## config.mk

```make
export PLATFORM = sky130hd
export DESIGN_NAME = seq_packetizer
export DESIGN_NICKNAME = d
export VERILOG_FILES = /design/src/rtl/seq_packetizer.sv
export SDC_FILE = /design/constraint.sdc
export NUM_CORES = 2
export LEC_CHECK = 0
export CORE_UTILIZATION = 69
export CTS_CLUSTER_SIZE = 40
export DETAILED_ROUTE_END_ITERATION = 8
export DONT_BUFFER_PORTS = 1
export PLACE_DENSITY = 0.86
export SYNTH_ARGS = -nofsm -noshare
export SYNTH_HDL_FRONTEND = slang
export SYNTH_SLANG_ARGS = --single-unit
```

## constraint.sdc

```tcl
create_clock -name clk -period 10 [get_ports clk]
set_clock_uncertainty 0.05 [all_clocks]
set_input_delay 1.5 -clock clk [delete_from_list [all_inputs] [get_ports clk]]
set_output_delay 1.5 -clock clk [all_outputs]
set_load 0.02 [all_outputs]
```

## src/rtl/seq_packetizer.sv

```systemverilog
// Transmit-side packet builder: turns one message per handshake into a
// two-word header plus zero-padded payload words, with per-stream sequencing.
module seq_packetizer (
  input  logic         clk,
  input  logic         reset_b,
  input  logic [0:295] msgIn,
  input  logic [5:0]   msgIn_len,
  input  logic [15:0]  msgIn_stream,
  input  logic         msgIn_val,
  output logic         msgIn_ready,
  output logic [31:0]  dataOut,
  output logic         dataOut_val,
  input  logic         dataOut_ready,
  output logic         dataOut_last,
  output logic         lenErr
);

  localparam int unsigned NUM_STREAMS       = 32;
  localparam int unsigned MAX_PAYLOAD_BYTES = 37;
  localparam int unsigned PAYLOAD_W         = MAX_PAYLOAD_BYTES * 8;
  localparam int unsigned PAD_W             = 320;

  typedef enum logic [1:0] {IDLE, HDR0, HDR1, DATA} stateT;

  stateT             state, stateNext;
  logic [0:PAYLOAD_W-1] payloadReg;
  logic [0:PAD_W-1]  padded;
  logic [5:0]        lenReg;
  logic [15:0]       streamReg;
  logic [31:0]       seqReg;
  logic [3:0]        wordIdx, wordIdxNext;
  logic [3:0]        lastIdx;
  logic [31:0]       seqTable [NUM_STREAMS];
  logic [31:0]       seqNew;
  logic              lenOk;
  logic              accept;

  logic [5:0]        hdrLen;
  logic [15:0]       hdrStream;
  logic [15:0]       totLen;
  logic [31:0]       rawWord;
  logic [31:0]       mask;
  logic              lastWordNext;

  logic [31:0]       dataOutNext;
  logic              dataOutValNext;
  logic              dataOutLastNext;
  logic              msgInReadyNext;
  logic              lenErrNext;

  assign lenOk   = (msgIn_len != 6'd0) && (msgIn_len <= 6'(MAX_PAYLOAD_BYTES));
  assign seqNew  = seqTable[msgIn_stream[4:0]] + 32'd1;
  assign padded  = {payloadReg, 24'd0};
  // Index of the final payload word: ceil(len/4) - 1
  assign lastIdx = 4'((7'(lenReg) + 7'd3) >> 2) - 4'd1;

  // Next-state logic plus the values the output registers will take
  always_comb begin
    stateNext       = state;
    wordIdxNext     = wordIdx;
    accept          = 1'b0;
    lenErrNext      = 1'b0;
    dataOutNext     = 32'd0;
    dataOutValNext  = 1'b0;
    dataOutLastNext = 1'b0;
    msgInReadyNext  = 1'b0;
    hdrLen          = lenReg;
    hdrStream       = streamReg;
    totLen          = 16'd0;
    rawWord         = 32'd0;
    mask            = 32'hFFFF_FFFF;
    lastWordNext    = 1'b0;

    case (state)
      IDLE: begin
        if (msgIn_val) begin
          if (lenOk) begin
            accept    = 1'b1;
            stateNext = HDR0;
          end else begin
            lenErrNext = 1'b1;
          end
        end
      end
      HDR0: if (dataOut_ready) stateNext = HDR1;
      HDR1: begin
        wordIdxNext = 4'd0;
        if (dataOut_ready) stateNext = DATA;
      end
      DATA: begin
        if (dataOut_ready) begin
          if (wordIdx == lastIdx) stateNext = IDLE;
          else wordIdxNext = wordIdx + 4'd1;
        end
      end
      default: stateNext = IDLE;
    endcase

    // Header word0 is built from the live inputs on the acceptance cycle
    if (accept) begin
      hdrLen    = msgIn_len;
      hdrStream = msgIn_stream;
    end
    totLen       = 16'(hdrLen) + 16'd8;
    rawWord      = padded[{wordIdxNext, 5'd0} +: 32];
    lastWordNext = (wordIdxNext == lastIdx);
    if (lastWordNext) begin
      case (lenReg[1:0])
        2'd1:    mask = 32'hFF00_0000;
        2'd2:    mask = 32'hFFFF_0000;
        2'd3:    mask = 32'hFFFF_FF00;
        default: mask = 32'hFFFF_FFFF;
      endcase
    end

    msgInReadyNext = (stateNext == IDLE);
    case (stateNext)
      HDR0: begin
        dataOutValNext = 1'b1;
        dataOutNext    = {totLen[7:0], totLen[15:8], hdrStream[7:0], hdrStream[15:8]};
      end
      HDR1: begin
        dataOutValNext = 1'b1;
        dataOutNext    = {seqReg[7:0], seqReg[15:8], seqReg[23:16], seqReg[31:24]};
      end
      DATA: begin
        dataOutValNext  = 1'b1;
        dataOutNext     = rawWord & mask;
        dataOutLastNext = lastWordNext;
      end
      default: ;
    endcase
  end

  // State, message capture, sequence table and output registers
  always_ff @(posedge clk or negedge reset_b) begin
    if (!reset_b) begin
      state        <= IDLE;
      wordIdx      <= 4'd0;
      payloadReg   <= '0;
      lenReg       <= 6'd0;
      streamReg    <= 16'd0;
      seqReg       <= 32'd0;
      for (int i = 0; i < int'(NUM_STREAMS); i++) seqTable[i] <= 32'd0;
      dataOut      <= 32'd0;
      dataOut_val  <= 1'b0;
      dataOut_last <= 1'b0;
      msgIn_ready  <= 1'b1;
      lenErr       <= 1'b0;
    end else begin
      state   <= stateNext;
      wordIdx <= wordIdxNext;
      if (accept) begin
        payloadReg                   <= msgIn;
        lenReg                       <= msgIn_len;
        streamReg                    <= msgIn_stream;
        seqReg                       <= seqNew;
        seqTable[msgIn_stream[4:0]]  <= seqNew;
      end
      dataOut      <= dataOutNext;
      dataOut_val  <= dataOutValNext;
      dataOut_last <= dataOutLastNext;
      msgIn_ready  <= msgInReadyNext;
      lenErr       <= lenErrNext;
    end
  end

endmodule

```

## After elaboration in Yosys (flattened, before gate mapping)

Cells that the tools add are included.

| word-level totals | value |
|---|---|
| input port bits | 322 |
| word-level logic and storage cells | 101 |
| register bits | 1416 |
| output and inout port bits | 36 |

| cells by class | value |
|---|---|
| bitwise logic cells | 3 |
| reductions and logical operators | 6 |
| $add $sub $neg | 5 |
| muxes and demuxes | 29 |
| equal/unequal tests | 11 |
| shifts and indexed selects | 1 |
| $lt $le $gt $ge | 3 |

Operators with widths:

| operator | number |
|---|---|
| $bwmux 1024 | 1 |
| $shiftx 320x10->321 | 1 |
| $bmux 32 s5 | 1 |
| $demux 32 s5 | 1 |
| $mux 32 | 3 |
| $pmux 32 s3 | 1 |
| $pmux 24 s3 | 1 |
| $add 32x1->32 const B | 1 |
| $and 32x32->32 | 1 |
| $mux 24 | 1 |
| $mux 16 | 1 |
| $eq 2x2->1 const B | 6 |
| $mux 2 | 6 |
| $not 9->10 | 1 |
| $eq 4x4->1 | 2 |
| $mux 1 | 8 |
| $mux 4 | 2 |
| $pmux 2 s4 | 1 |
| $pmux 4 s2 | 1 |
| $add 6x4->7 const B | 1 |
| $add 6x2->6 const B | 1 |
| $eq 2x1->1 const B | 3 |
| $ge 6x6->1 const B | 1 |
| $le 6x6->1 const B | 1 |
| 9 further kinds | 11 |

## Depth between registers and ports, before layout

| depth | value |
|---|---|
| depth in word-level cells | 10 |
| gate-level depth with buffers | 18 |
| gate-level depth less buffers | 13 |

## Worst setup path before layout

OpenSTA, ideal clock, no wires.

| timing | value |
|---|---|
| path kind | input -> register |
| start | in msgIn_stream[0] |
| end | reg seqTable[1023] (netlist bit) |
| data arrival time | 4561 ps |
| library setup time | 133 ps |
| slack | 5256 ps |
| buffers on the path | 9 |
| data required time | 9817 ps |
| cell stages on the path | 15 |
| cells stage by stage | buf_6 buf_8 buf_8 buf_6 buf_6 buf_6 buf_6 buf_4 mux4_2 a22o_1 nor4_2 or3b_1 xor2_2 buf_4 o21ai_1 |

| on the way | value |
|---|---|
| word-level cells in the longest chain between the ends | 6 |
| elaborated cells on any way between the ends | 11 |
| those cells by class | add/sub: 1; order compare: 2; mux: 6; bitwise: 1; reduce/logical: 1 |

RTL lines:

| what | RTL line | RTL |
|---|---|---|
| from (decl) | 8 | `input logic [15:0] msgIn_stream,` |
| $not 5->6 (not written as such) * | 52, 158 |  |
| $bmux 32 s5 (tied with other cells) | 52 | `assign seqNew = seqTable[msgIn_stream[4:0]] + 32'd1;` |
| $mux 32 (not written as such) / $logic_and 1x1->1 (equally long branches) | 52, 158 |  |
| $mux 32, on equally long branches | 52, 158 |  |
| $add 32x1->32 / $demux 32 s5 (equally long branches) | 52, 158 |  |
| $bwmux 1024 * | 158 | `seqTable[msgIn_stream[4:0]] <= seqNew;` |
| to (signal, indexed assignment) | 158 |  |
| to (decl) | 33 | `logic [31:0] seqTable [NUM_STREAMS];` |

Mark *: on every way between the ends. The rest lies on a longest branch, timed or not. The select of a mux whose other input is x is not followed.
A chain may end at the register's enable or synchronous reset.

## Worst setup path after layout

| timing | value |
|---|---|
| start | reg lenReg[0] |
| end | reg dataOut[19] |

| on the way | value |
|---|---|
| word-level cells in the longest chain between the ends | 10 |
| elaborated cells on any way between the ends | 22 |
| those cells by class | add/sub: 2; eq/ne: 8; shift: 1; mux: 9; bitwise: 2 |

RTL lines:

| what | RTL line | RTL |
|---|---|---|
| from (decl) | 28 | `logic [5:0] lenReg;` |
| from (signal assigned) | 155 | `lenReg <= msgIn_len;` |
| $add 6x2->6 | 55 | `assign lastIdx = 4'((7'(lenReg) + 7'd3) >> 2) - 4'd1;` |
| $sub 4x1->4 | 55 |  |
| $eq 4x4->1 | 92 | `if (wordIdx == lastIdx) stateNext = IDLE;` |
| $mux 4 | 92 |  |
| $mux 4 | 91 | `if (dataOut_ready) begin` |
| $pmux 4 s2 | 74 | `case (state)` |
| $not 9->10 (not written as such) / $eq 4x4->1 (equally long branches) | 105, 106 |  |
| $shiftx 320x10->321 / $mux 24 (equally long branches) | 105, 107 |  |
| $and 32x32->32 | 128 | `dataOutNext = rawWord & mask;` |
| $pmux 32 s3 * | 117 | `case (stateNext)` |
| net dataOutNext[19] | 45 | `logic [31:0] dataOutNext;` |
| to (signal assigned) | 160 | `dataOut <= dataOutNext;` |
| to (decl) | 11 | `output logic [31:0] dataOut,` |

The timed path passes the listed nets; every way through them passes the cells marked *.

==> results.txt <==
----------------------------------------------------
[Worst setup path]
  Slowest cell on the critical path ... sky130_fd_sc_hd__buf_4
  CP Cell Sequence ... inv_1 -> ha_1 -> or4_1 -> o22ai_1 -> or4_4 -> nand4_1 -> a21boi_2 -> buf_4 -> nor2_4 -> inv_4 -> buf_4 -> mux2_2 -> a221oi_1 -> o221ai_1 -> a22o_1
  Critical Path Max Stage Delay ... 0.70 ns
  Critical path fanouts, max ... between 50 and 60
  Kind of launch point of the worst setup path ... register
  Data required time of the critical path ... 10.61 ns
  Data arrival time of the critical path ... 6.32 ns
  Count of cells along the worst register-to-register path ... 15
  First element of the critical path ... lenReg[0]
  Most numerous cell on the critical path ... sky130_fd_sc_hd__buf_4
  Startpoint of the lowest-slack register-to-register path ... lenReg[0]
  Category of the most critical setup path ... reg -> reg
  Register-to-register setup slack ... 4.29 ns
  Cell class contributing the biggest share of worst-path delay ... buffers and inverters
  RR Endpoint ... dataOut[19]
  Worst path buffer plus inverter count ... 4
  Kind of end point of the critical path ... register

[Cells and area]
  Share of final-layout standard cells stronger than drive strength 1 ... about 17%
  Area growth syn-to-layout ... 8.39%
  # nets final ... 5898

[Power and ir drop]
  PD cells ... between 200 and 250 nW/um2
  Post-route total power ... 14.8 mW
  Maximum VDD drop ... 232 uV
  Leak ... 31.2 nW

[STA]
  Final-report max-slew violation count ... 0
  Final hold violation count ... 0
  Fin Setup TNS ... 0 ns
  Worst slew margin ... between 10% and 20%
  Min Tclk post-route ... 5.71 ns
  Endpoints failing setup ... 0
  Max Clock Freq ... ~180 MHz
  RSZ-0062 raised after global routing ... no
  Worst Tran Pin Value ... 1.32 ns
  Final critical-path share of the clock period ... about 57%

[Floorplan]
  Die width ... roughly 300 um
  Die Span Y ... 303 um
  FP Rows ... 110
  IO Count ... 358
  Placeable core region ... ~90000 um2
  Die ar. ... a little over 90000 um2
  Starting density of the core ... a little over two thirds

[Synthesis]
  Primary flip-flop cell chosen by synthesis mapping ... sky130_fd_sc_hd__dfrtp_1
  Netlist area before placement ... 62600 um2
  Warnings, synthesis ... 0
  Number of enable flip-flop cells after synthesis ... 0
  Number of flip-flops and latches in the synthesized netlist ... roughly 1400
  Post-synthesis async set-or-reset flop share ... between 90% and 100%
  Synthesized Nets ... 6187
  Post-synthesis area per instance ... roughly 11 um2
  Syn Inst Count ... approximately 6000
  Proportion of synthesized chip area in sequential cells ... 56.6%
  Synth unique cells ... 76

[Global routing]
  Global-route usage over all layers ... 40.8%
  First-pass GRT wire length ... approximately 280000 um
  GRT Residual Overflow ... 0
  Number of global-route vias before repair ... 48000
  Number of antenna violations at the first check in global routing ... 6
  Largest net degree at the start of global routing ... 281

[Clock tree]
  Hold buffer count at cts ... 0
  Number of levels the H-tree was split into ... 4
  Sinks on the clock net ... 1416
  Clk Latency, worst-skew pair ... a little under 0.8 ns
  Post-CTS setup repair buffer count ... 0
  Clock transition at the registers of the reported paths ... 0.06 ns
  Post-cts sizing count ... 0
  Cts bufs inserted ... 140
  Clock Root Buffer ... sky130_fd_sc_hd__clkbuf_16
  Clock tree from TritonCTS ... built
  Buffer levels on the longest clock path ... 3

[Worst hold path]
  Worst Hold Class ... in -> async

[Run status]
  Run status ... completed

[Placement]
  GP Congestion ... 0.905
  Detailed Place HPWL ... 106000 um
  Quantity of I/O buffers inserted on ports ... 0

[Detailed routing]
  Detailed-route vias per instance ... approximately 6.9
  Number of antenna-violating nets in the routed design ... 0
  Pre-antenna DRT Iters ... 8
  Remaining routing DRC violations ... 0
  Via count ... 47700
  Mean routed wirelength per cell ... 26.9 um
  Overall routed net length ... between 150000 and 200000 um
  Number of DRC markers in iteration 0 ... ~6900

[Job]
  Reported max-cap violation count ... 0

----------------------------------------------------
==> state kept, by name (all words and copies together), names as in the netlist <==
name / count
streamReg: 16
lenErr: 1
msgIn_ready: 1
dataOut: 32
dataOut_val: 1
wordIdx: 4
dataOut_last: 1
seqReg: 32
seqTable: 1024
state: 2
lenReg: 6
payloadReg: 296
==> worst max path at each step <==
| stage | to | slack (ns) | depth (start not counted) |
|---|---|---|---|
| after floorplan | seqTable[1023] | 5.26 | 15 |
| after global placement | seqTable[478] | 4.17 | 12 |
| after detailed placement | seqTable[725] | 4.01 | 12 |
| after CTS | dataOut[19] | 4.43 | 15 |
| after global routing | dataOut[26] | 4.11 | 15 |
| final | dataOut[19] | 4.29 | 15 |
==> Yosys cell counts, types with 7 or more instances <==
| master | n | share of area [%] |
|---|---|---|
| sky130_fd_sc_hd__and2_1 | 15 | 0.15 |
| sky130_fd_sc_hd__a221o_1 | 8 | 0.13 |
| sky130_fd_sc_hd__mux4_2 | 256 | 9.2 |
| sky130_fd_sc_hd__xnor2_1 | 23 | 0.32 |
| sky130_fd_sc_hd__a211o_1 | 9 | 0.13 |
| sky130_fd_sc_hd__nand3_1 | 66 | 0.53 |
| sky130_fd_sc_hd__a311oi_1 | 16 | 0.22 |
| sky130_fd_sc_hd__buf_1 | 21 | 0.13 |
| sky130_fd_sc_hd__buf_2 | 59 | 0.47 |
| sky130_fd_sc_hd__a31oi_1 | 8 | 0.080 |
| sky130_fd_sc_hd__a211oi_1 | 9 | 0.11 |
| sky130_fd_sc_hd__buf_6 | 20 | 0.36 |
| sky130_fd_sc_hd__xor2_1 | 14 | 0.20 |
| sky130_fd_sc_hd__a21oi_1 | 38 | 0.30 |
| sky130_fd_sc_hd__o211ai_1 | 12 | 0.14 |
| sky130_fd_sc_hd__nand2_1 | 1929 | 12 |
| sky130_fd_sc_hd__nor2b_1 | 7 | 0.070 |
| sky130_fd_sc_hd__nor2_1 | 28 | 0.17 |
| sky130_fd_sc_hd__a32oi_1 | 11 | 0.15 |
| sky130_fd_sc_hd__a22o_1 | 21 | 0.29 |
| sky130_fd_sc_hd__o21ai_1 | 39 | 0.31 |
| sky130_fd_sc_hd__buf_4 | 24 | 0.29 |
| sky130_fd_sc_hd__inv_1 | 9 | 0.054 |
| sky130_fd_sc_hd__clkbuf_1 | 391 | 2.3 |
| sky130_fd_sc_hd__and2_0 | 7 | 0.070 |
| sky130_fd_sc_hd__o21ai_0 | 796 | 6.4 |
| sky130_fd_sc_hd__nand4_1 | 37 | 0.37 |
| sky130_fd_sc_hd__mux2i_1 | 22 | 0.35 |
| sky130_fd_sc_hd__mux2_2 | 274 | 4.9 |
| sky130_fd_sc_hd__and3_1 | 24 | 0.24 |
| sky130_fd_sc_hd__o221ai_1 | 16 | 0.22 |
| sky130_fd_sc_hd__a221oi_1 | 21 | 0.29 |
| sky130_fd_sc_hd__dfrtp_1 | 1415 | 57 |
| sky130_fd_sc_hd__a22oi_1 | 138 | 1.7 |
==> where the power goes <==
group          internal (mW)  total [mW]  switching (mW)
Sequential              6.44        6.93           0.485
Combinational          0.871        2.46            1.59
Clock                   3.13        5.43            2.30
Total                   10.4        14.8            4.38
==> logic make-up after synthesis <==
family	share of synthesized area, %
AO/OA/AOI/OAI	10.7
XOR/XNOR	0.544
adder cells (fa/ha/maj)	0.100
buffers and inverters	3.72
flip-flops	56.6
multiplexers	14.5
AND/OR/NAND/NOR	13.8
==> layer usage <==
| layer | track usage [%] | vias up | routed length, um |
|---|---|---|---|
| met1 | 50.6 | 23600 | 62400 |
| met2 | 62.1 | 3568 | 85900 |
| met4 | 27.6 | 0 | 13200 |
| met3 | 12.7 | 926 | 23300 |
| met5 | 0 | - | 0 |
| li1 | - | 19600 | - |
==> placed cells by master (no fill, tap or decap), drive strengths merged, types with 6 or more instances in the layout <==
cell    synthesis  routed
nand2        1929    1929
dfrtp        1415    1415
o21ai         835     835
mux2          274     274
mux4          256     256
clkbuf        391     210
a22oi         138     138
buf           126      86
nand3          66      66
a21oi          38      38
nand4          37      37
nor2           30      30
and3           24      24
a221oi         24      24
clkinv          0      24
inv            13      24
mux2i          23      23
and2           23      23
xnor2          23      23
a22o           21      21
a311oi         16      16
o221ai         16      16
xor2           15      15
o211ai         12      12
a32oi          11      11
a211o           9       9
a211oi          9       9
a31oi           9       9
a221o           8       8
bufinv          0       8
nor2b           7       7
diode           0       6
nand2b          6       6
nor4            6       6
==> cell type report <==
type                            count  area, um2
Fill cell                        5332      22100
Clock buffer                      210       4190
Antenna cell                        6       15.0
Multi-Input combinational cell   3914      25300
Clock inverter                     46        551
Tap cell                         1176       1470
Sequential cell                  1416      35400
Timing Repair Buffer               86        826
Inverter                           13       51.3
==> metrics by stage <==
step	cells	hold WS, ns	cell area [um2]	utilization (%)	setup WS (ns)
2_1_floorplan	5860	0.387	62600	-	5.26
3_3_place_gp	6601	0.401	63000	70.1	4.17
3_5_place_dp	6601	0.408	63000	70.1	4.01
4_1_cts	6857	0.345	67700	75.3	4.43
5_1_grt	6867	0.358	67800	75.5	4.11
6_report	6867	0.373	67800	75.5	4.29
Note: power is estimated with default switching activity, not from simulation.
